**src/rtl/decoder_n_hs_if.sv**
```systemverilog
// Valid/ready bus for the registered N-to-2^N decoder.
// Codes flow from master to slave, results flow back.
interface decoder_n_hs_if #(
  parameter int N = 2
);
  logic             in_valid;
  logic             in_ready;
  logic [N-1:0]     in_code;
  logic             out_valid;
  logic             out_ready;
  logic [2**N-1:0]  out_dec;
  logic [N-1:0]     out_code;

  modport master (
    output in_valid,
    output in_code,
    output out_ready,
    input  in_ready,
    input  out_valid,
    input  out_dec,
    input  out_code
  );

  modport slave (
    input  in_valid,
    input  in_code,
    input  out_ready,
    output in_ready,
    output out_valid,
    output out_dec,
    output out_code
  );
endinterface

```
**src/rtl/decoder_n_hs.sv**
```systemverilog
// Registered N-to-2^N one-hot decoder with valid/ready
// handshakes and an internal sweep counter for chasers.
module decoder_n_hs #(
  parameter int N          = 2,
  parameter int ACTIVE_LOW = 0
) (
  input  logic             clk,
  input  logic             rst_n,
  input  logic             sweep,
  decoder_n_hs_if.slave    bus
);
  localparam int W = 2**N;
  localparam logic [W-1:0] INACT =
    (ACTIVE_LOW != 0) ? {W{1'b1}} : {W{1'b0}};
  localparam logic [W-1:0] ONE =
    {{(W-1){1'b0}}, 1'b1};

  logic         valid_q;
  logic [W-1:0] dec_q;
  logic [N-1:0] code_q;
  logic [N-1:0] cnt;
  logic         sweep_q;

  logic         load_ok;
  logic         rise;
  logic         load;
  logic [N-1:0] cnt_eff;
  logic [N-1:0] ld_code;
  logic [W-1:0] ld_dec;

  always_comb begin
    load_ok = ~valid_q | bus.out_ready;
    rise    = sweep & ~sweep_q;
    // a fresh sweep starts at code 0 on the same edge
    cnt_eff = rise ? '0 : cnt;
    load    = sweep ? load_ok
                    : (bus.in_valid & load_ok);
    ld_code = sweep ? cnt_eff : bus.in_code;
    ld_dec  = (ONE << ld_code) ^ INACT;
  end

  always_ff @(posedge clk or negedge rst_n) begin
    if (!rst_n) begin
      valid_q <= 1'b0;
      dec_q   <= INACT;
      code_q  <= '0;
      cnt     <= '0;
      sweep_q <= 1'b0;
    end else begin
      sweep_q <= sweep;
      if (sweep)
        cnt <= load ? cnt_eff + 1'b1 : cnt_eff;
      if (load) begin
        valid_q <= 1'b1;
        dec_q   <= ld_dec;
        code_q  <= ld_code;
      end else if (valid_q && bus.out_ready) begin
        valid_q <= 1'b0;
        dec_q   <= INACT;
      end
    end
  end

  assign bus.in_ready  = load_ok & ~sweep;
  assign bus.out_valid = valid_q;
  assign bus.out_dec   = dec_q;
  assign bus.out_code  = code_q;
endmodule
```
**src/flat_wrapper.sv**
```systemverilog
// flat-port wrapper written by rule: the top's interface ports become plain ports
module decoder_n_hs_flat 
#(
  parameter int N          = 2,
  parameter int ACTIVE_LOW = 0
)
  (clk, rst_n, sweep, bus_in_valid, bus_in_code, bus_out_ready, bus_in_ready, bus_out_valid, bus_out_dec, bus_out_code);
  decoder_n_hs_if #(.N(N)) bus_i ();
  input  logic clk;
  input  logic rst_n;
  input  logic sweep;
  input wire logic [$bits(bus_i.in_valid)-1:0] bus_in_valid;
  input wire logic [$bits(bus_i.in_code)-1:0] bus_in_code;
  input wire logic [$bits(bus_i.out_ready)-1:0] bus_out_ready;
  output wire logic [$bits(bus_i.in_ready)-1:0] bus_in_ready;
  output wire logic [$bits(bus_i.out_valid)-1:0] bus_out_valid;
  output wire logic [$bits(bus_i.out_dec)-1:0] bus_out_dec;
  output wire logic [$bits(bus_i.out_code)-1:0] bus_out_code;
  assign bus_i.in_valid = bus_in_valid;
  assign bus_i.in_code = bus_in_code;
  assign bus_i.out_ready = bus_out_ready;
  assign bus_in_ready = bus_i.in_ready;
  assign bus_out_valid = bus_i.out_valid;
  assign bus_out_dec = bus_i.out_dec;
  assign bus_out_code = bus_i.out_code;
  decoder_n_hs #(.N(N), .ACTIVE_LOW(ACTIVE_LOW)) u_core (.clk(clk), .rst_n(rst_n), .sweep(sweep), .bus(bus_i));
endmodule
```
**config.mk**
```make
export PLATFORM = sky130hd
export DESIGN_NAME = decoder_n_hs_flat
export DESIGN_NICKNAME = d
export VERILOG_FILES = /design/src/rtl/decoder_n_hs_if.sv /design/src/rtl/decoder_n_hs.sv /design/src/flat_wrapper.sv
export SDC_FILE = /design/constraint.sdc
export NUM_CORES = 1
export LEC_CHECK = 0
export CORE_AREA = 3 3 40 42
export CTS_BUF_LIST = sky130_fd_sc_hd__clkbuf_8
export CTS_CLUSTER_DIAMETER = 80
export DETAILED_ROUTE_END_ITERATION = 10
export DIE_AREA = 0 0 43 45
export PLACE_DENSITY = 0.73
export SYNTH_ARGS = -nofsm -noshare
export SYNTH_HDL_FRONTEND = slang
export SYNTH_SLANG_ARGS = --single-unit
```
**constraint.sdc**
```tcl
create_clock -name clk -period 3 [get_ports clk]
set_clock_uncertainty 0.05 [all_clocks]
set_input_delay 0.75 -clock clk [delete_from_list [all_inputs] [get_ports clk]]
set_output_delay 0.75 -clock clk [all_outputs]
set_load 0.02 [all_outputs]
```
### Yosys cells after proc, flatten, opt, wreduce, memory -nomap -nowiden

Cells that the tools add are included.

| word-level totals | value |
|---|---|
| flip-flop bits (word level) | 10 |
| output and inout bits | 8 |
| logic and storage cells | 24 |
| bits of input ports | 7 |

| operators by class | value |
|---|---|
| shifts and indexed selects | 1 |
| muxes and demuxes | 8 |
| add/sub/neg operators | 1 |
| bitwise logic cells | 7 |
| reduce and logical (&&, ||, !) cells | 2 |

Operators with widths:

| operator | number |
|---|---|
| 4-bit 2-to-1 mux | 2 |
| 2-bit 2-to-1 mux | 3 |
| 1-bit by 2-bit left shift with 4-bit output, first input constant | 1 |
| 1-bit bitwise AND | 3 |
| 1-bit 2-to-1 mux | 3 |
| 1-bit NOT | 3 |
| 2-bit by 1-bit adder with 2-bit output, second input constant | 1 |
| 2-bit nonzero test | 1 |
| 1-bit logical AND | 1 |
| 1-bit OR | 1 |

### Depth between registers and ports, before layout

| depth | value |
|---|---|
| depth after elaboration | 6 |
| depth in mapped cells | 5 |
| mapped depth without buffers | 4 |

### Least setup slack after synthesis

No wires, ideal clock.

| path | value |
|---|---|
| path kind | input to output |
| start point | input bus_out_ready |
| end point | output bus_in_ready |
| required time | 2200 ps |
| stages | 3 |
| setup slack | 1011 ps |
| buffers on the path | 1 |
| arrival time | 1189 ps |
| cells stage by stage | nor2b_1 buf_6 nor2_1 |

| between the ends | value |
|---|---|
| word-level cells in the longest chain between the ends | 2 |

RTL lines:

| what | RTL line | RTL |
|---|---|---|
| from (decl) | flat_wrapper.sv:14 | `input wire logic [$bits(bus_i.out_ready)-1:0] bus_out_ready;` |
| 1-bit OR | decoder_n_hs.sv:32 | `load_ok = ~valid_q \| bus.out_ready;` |
| 1-bit bitwise AND | decoder_n_hs.sv:64 | `assign bus.in_ready = load_ok & ~sweep;` |
| to (decl) | flat_wrapper.sv:15 | `output wire logic [$bits(bus_i.in_ready)-1:0] bus_in_ready;` |

Every way passes these cells.

### Final worst setup path

Ends and elaborated chain as after synthesis.

==> metrics.md <==
| Metric | Value |
|---|---|
| Setup TNS | `0 ps` |
| Post-route ant nets | `0` |
| Clk slew on worst S/H paths | `around 50 ps` |
| Synthesized cell area | `586 um2` |
| CTS Buf Count | `3` |
| Design Area, Final | `roughly 800 um2` |
| Max-slew violation count | `0` |
| Count leader, synth | `dfrtp_1` |
| Status | `finished, final reports clean` |
| Measured slew at the worst slew-check pin | `478 ps` |
| Fin crit share | `93.1%` |
| CP max FO | `2` |
| Crit path DAT | `1990 ps` |
| Post-synth EDFFs | `0` |
| Initial antenna violation count | `0` |
| Max_cap viols | `0` |
| Area share of the largest cell type after synthesis | `42.7%` |
| # setup viols final | `0` |
| DR WL/cell | `14.0 um` |
| Vias | `545` |
| Core box area | `1280 um2` |
| Area leader, netlist | `dfrtp_1` |
| Chip height | `45 um` |
| CP Launch Type | `input pin` |
| Clk sinks | `10` |
| Largest cells by area after synthesis | `dfrtp_1 (43%), a21oi_1 (6.0%), o21ai_1 (4.3%)` |
| Routability cong. | `0.780` |
| Most common library cells after synthesis | `dfrtp_1 (10), a21oi_1 (7), nand2_1 (5), o21ai_1 (5), nor2_1 (4)` |
| Worst VDD drop | `374 uV` |
| Ys flop type | `dfrtp_1` |
| Placed cell areas | `744 um2` |
| Max Freq | `358 MHz` |
| Pre-antenna DRT Iters | `4` |
| Nets@finish | `88` |
| Register area share after synthesis | `a little over two fifths` |
| Synth Instances | `a little over 60` |
| Post-Syn Nets | `68` |
| Post-Route WL | `~1300 um` |
| Crit-path max cell delay | `between 600 and 700 ps` |
| Number of global-route vias before repair | `~490` |
| Pwr dens | `558 nW/um2` |
| Post-cts sizing count | `0` |
| CTS Hold Bufs | `0` |
| Family with the most delay on the worst path | `buffers and inverters` |
| FFs w/ async S/R, synth | `100%` |
| Remaining global-route overflow | `0` |
| I/O pin count | `15` |
| RSZ-0062 raised after global routing | `no` |
| Detail-routed via count per cell | `5.74` |
| Die X | `43 um` |
| Crit Path Category | `input pin to output pin` |
| Total Routing Usage GR | `16.2%` |
| DRC Markers | `0` |
| 1st-iter DRT viols | `18` |
| Library cells used by synthesis | `26` |
| Buf/Inv on CP | `2` |
| HPWL Detailed | `987 um` |
| Clock Tree Buf Depth | `2` |
| Crit-path cells | `clkdlybuf4s50_1 -> nor2b_1 -> nor2_1 -> clkdlybuf4s50_1` |
| LEAKAGE | `0.332 nW` |
| PortBufs | `14` |
| Crit path capture type | `output pin` |
| Yosys warns | `0` |
| Crit path max-delay cell type | `clkdlybuf4s50_1` |
| Minimum clock period | `around 2800 ps` |
| FF+latch count, synth | `10` |
| H-tree levels | `1` |
| Later-pin clock latency in the skew report | `230 ps` |
| Layout cells sized above 1 | `18.8%` |
| Die ar. | `1940 um2` |
| Placement row count | `13` |
| CTS tree | `done` |
| Initial core utilization | `45.6%` |
| Root Driver | `clkbuf_8` |
| Syn Area/Cell | `9.60 um2` |
| Final Hold Viols | `0` |
| First-pass GRT wire length | `2280 um` |
| Area Overhead vs Synth | `36.5%` |
| Largest net degree at the start of global routing | `15` |
| Hold WC Path Type | `register to register` |
| Worst Path Required | `2200 ps` |
| Setup bufs post-CTS | `0` |
| CP most frequent cell | `clkdlybuf4s50_1` |
| Worst slew margin | `68.0%` |
| Antenna diode count | `0` |
==> logic make-up (layout without fill, tap and decap cells) <==
kind of cell           count (synthesis)  after routing  synth area share [%]
AOI/OAI and AO/OA                     28             28                  34.4
buffers and inverters                  4             23                  5.13
DFF                                   10             10                  42.7
and+or+nand+nor                       19             19                  17.7
==> flip-flops by register name, summed over array words and instances (netlist names) <==
| signal | flops |
|---|---|
| u_core.sweep_q | 1 |
| u_core.bus.out_code | 2 |
| u_core.bus.out_valid | 1 |
| u_core.cnt | 2 |
| u_core.bus.out_dec | 4 |
==> area by class of cell <==
cell class | count | area [um2]
multi-input combinational | 47 | 305
sequential | 10 | 250
tap | 15 | 18.8
inverter | 2 | 7.51
clock buffer | 4 | 55.1
fill | 119 | 485
timing repair buffer | 17 | 163
==> worst reg2reg max path, stage by stage, from the launching register on <==
cell and delay, ps:
dfrtp_1 450, nor2b_1 180, buf_4 160, nor2_1 140, nor2_1 50, a31oi_1 130
==> report_power, final <==
| group | switching [mW] | leakage (nW) | internal (mW) |
|---|---|---|---|
| Sequential | 0.0169 | 0.122 | 0.152 |
| Clock | 0.0524 | 0.0288 | 0.115 |
| Combinational | 0.0568 | 0.181 | 0.0532 |
==> final timing paths <==
path	startpoint	endpoint	slack [ps]	depth (start not counted)
max reg2reg	u_core.bus.out_valid$_DFFE_PN0P_	u_core.bus.out_code[0]$_DFFE_PN0P_	1770	5
min in group asynchronous	rst_n	u_core.bus.out_code[0]$_DFFE_PN0P_	790	1
max in group asynchronous	rst_n	u_core.cnt[0]$_DFFE_PN0P_	1780	1
min reg2reg	u_core.bus.out_dec[0]$_DFFE_PN0P_	u_core.bus.out_dec[0]$_DFFE_PN0P_	490	2
max	bus_out_ready	bus_in_ready	210	4
min	u_core.bus.out_dec[0]$_DFFE_PN0P_	u_core.bus.out_dec[0]$_DFFE_PN0P_	490	2
==> per-stage QoR <==
stage | std cells | util [%] | setup slack (ps) | hold WS (ps) | power (mW)
2_1_floorplan | 61 | - | 1010 | 404 | 0.231
3_3_place_gp | 91 | 57.9 | 235 | 474 | 0.279
3_5_place_dp | 91 | 57.9 | 222 | 486 | 0.281
4_1_cts | 95 | 62.2 | 205 | 497 | 0.449
5_1_grt | 95 | 62.2 | 173 | 520 | 0.470
6_report | 95 | 62.2 | 207 | 495 | 0.446
==> placed cells by master, fill, tap and decap left out, types with 2 or more instances in the layout <==
cell	n
o21ai_1	5
buf_4	3
nor2_1	4
dfrtp_1	10
nand3_1	3
clkdlybuf4s50_1	14
o21ai_0	3
nand2_1	5
a22oi_1	3
clkbuf_8	4
inv_1	2
a21oi_1	7
o22ai_2	2
==> metal layers <==
| layer | wire length, um | track usage [%] | up-vias | part of all wire [%] |
|---|---|---|---|---|
| met2 | 627 | 23.7 | 13 | 47 |
| met4 | 23 | 10.8 | 0 | 1.7 |
| li1 | - | - | 266 | - |
| met1 | 631 | 22.2 | 264 | 47 |
| met3 | 50 | 2.39 | 2 | 3.8 |
| met5 | 0 | 0 | - | 0 |
Power figures use the tool's default switching activity.
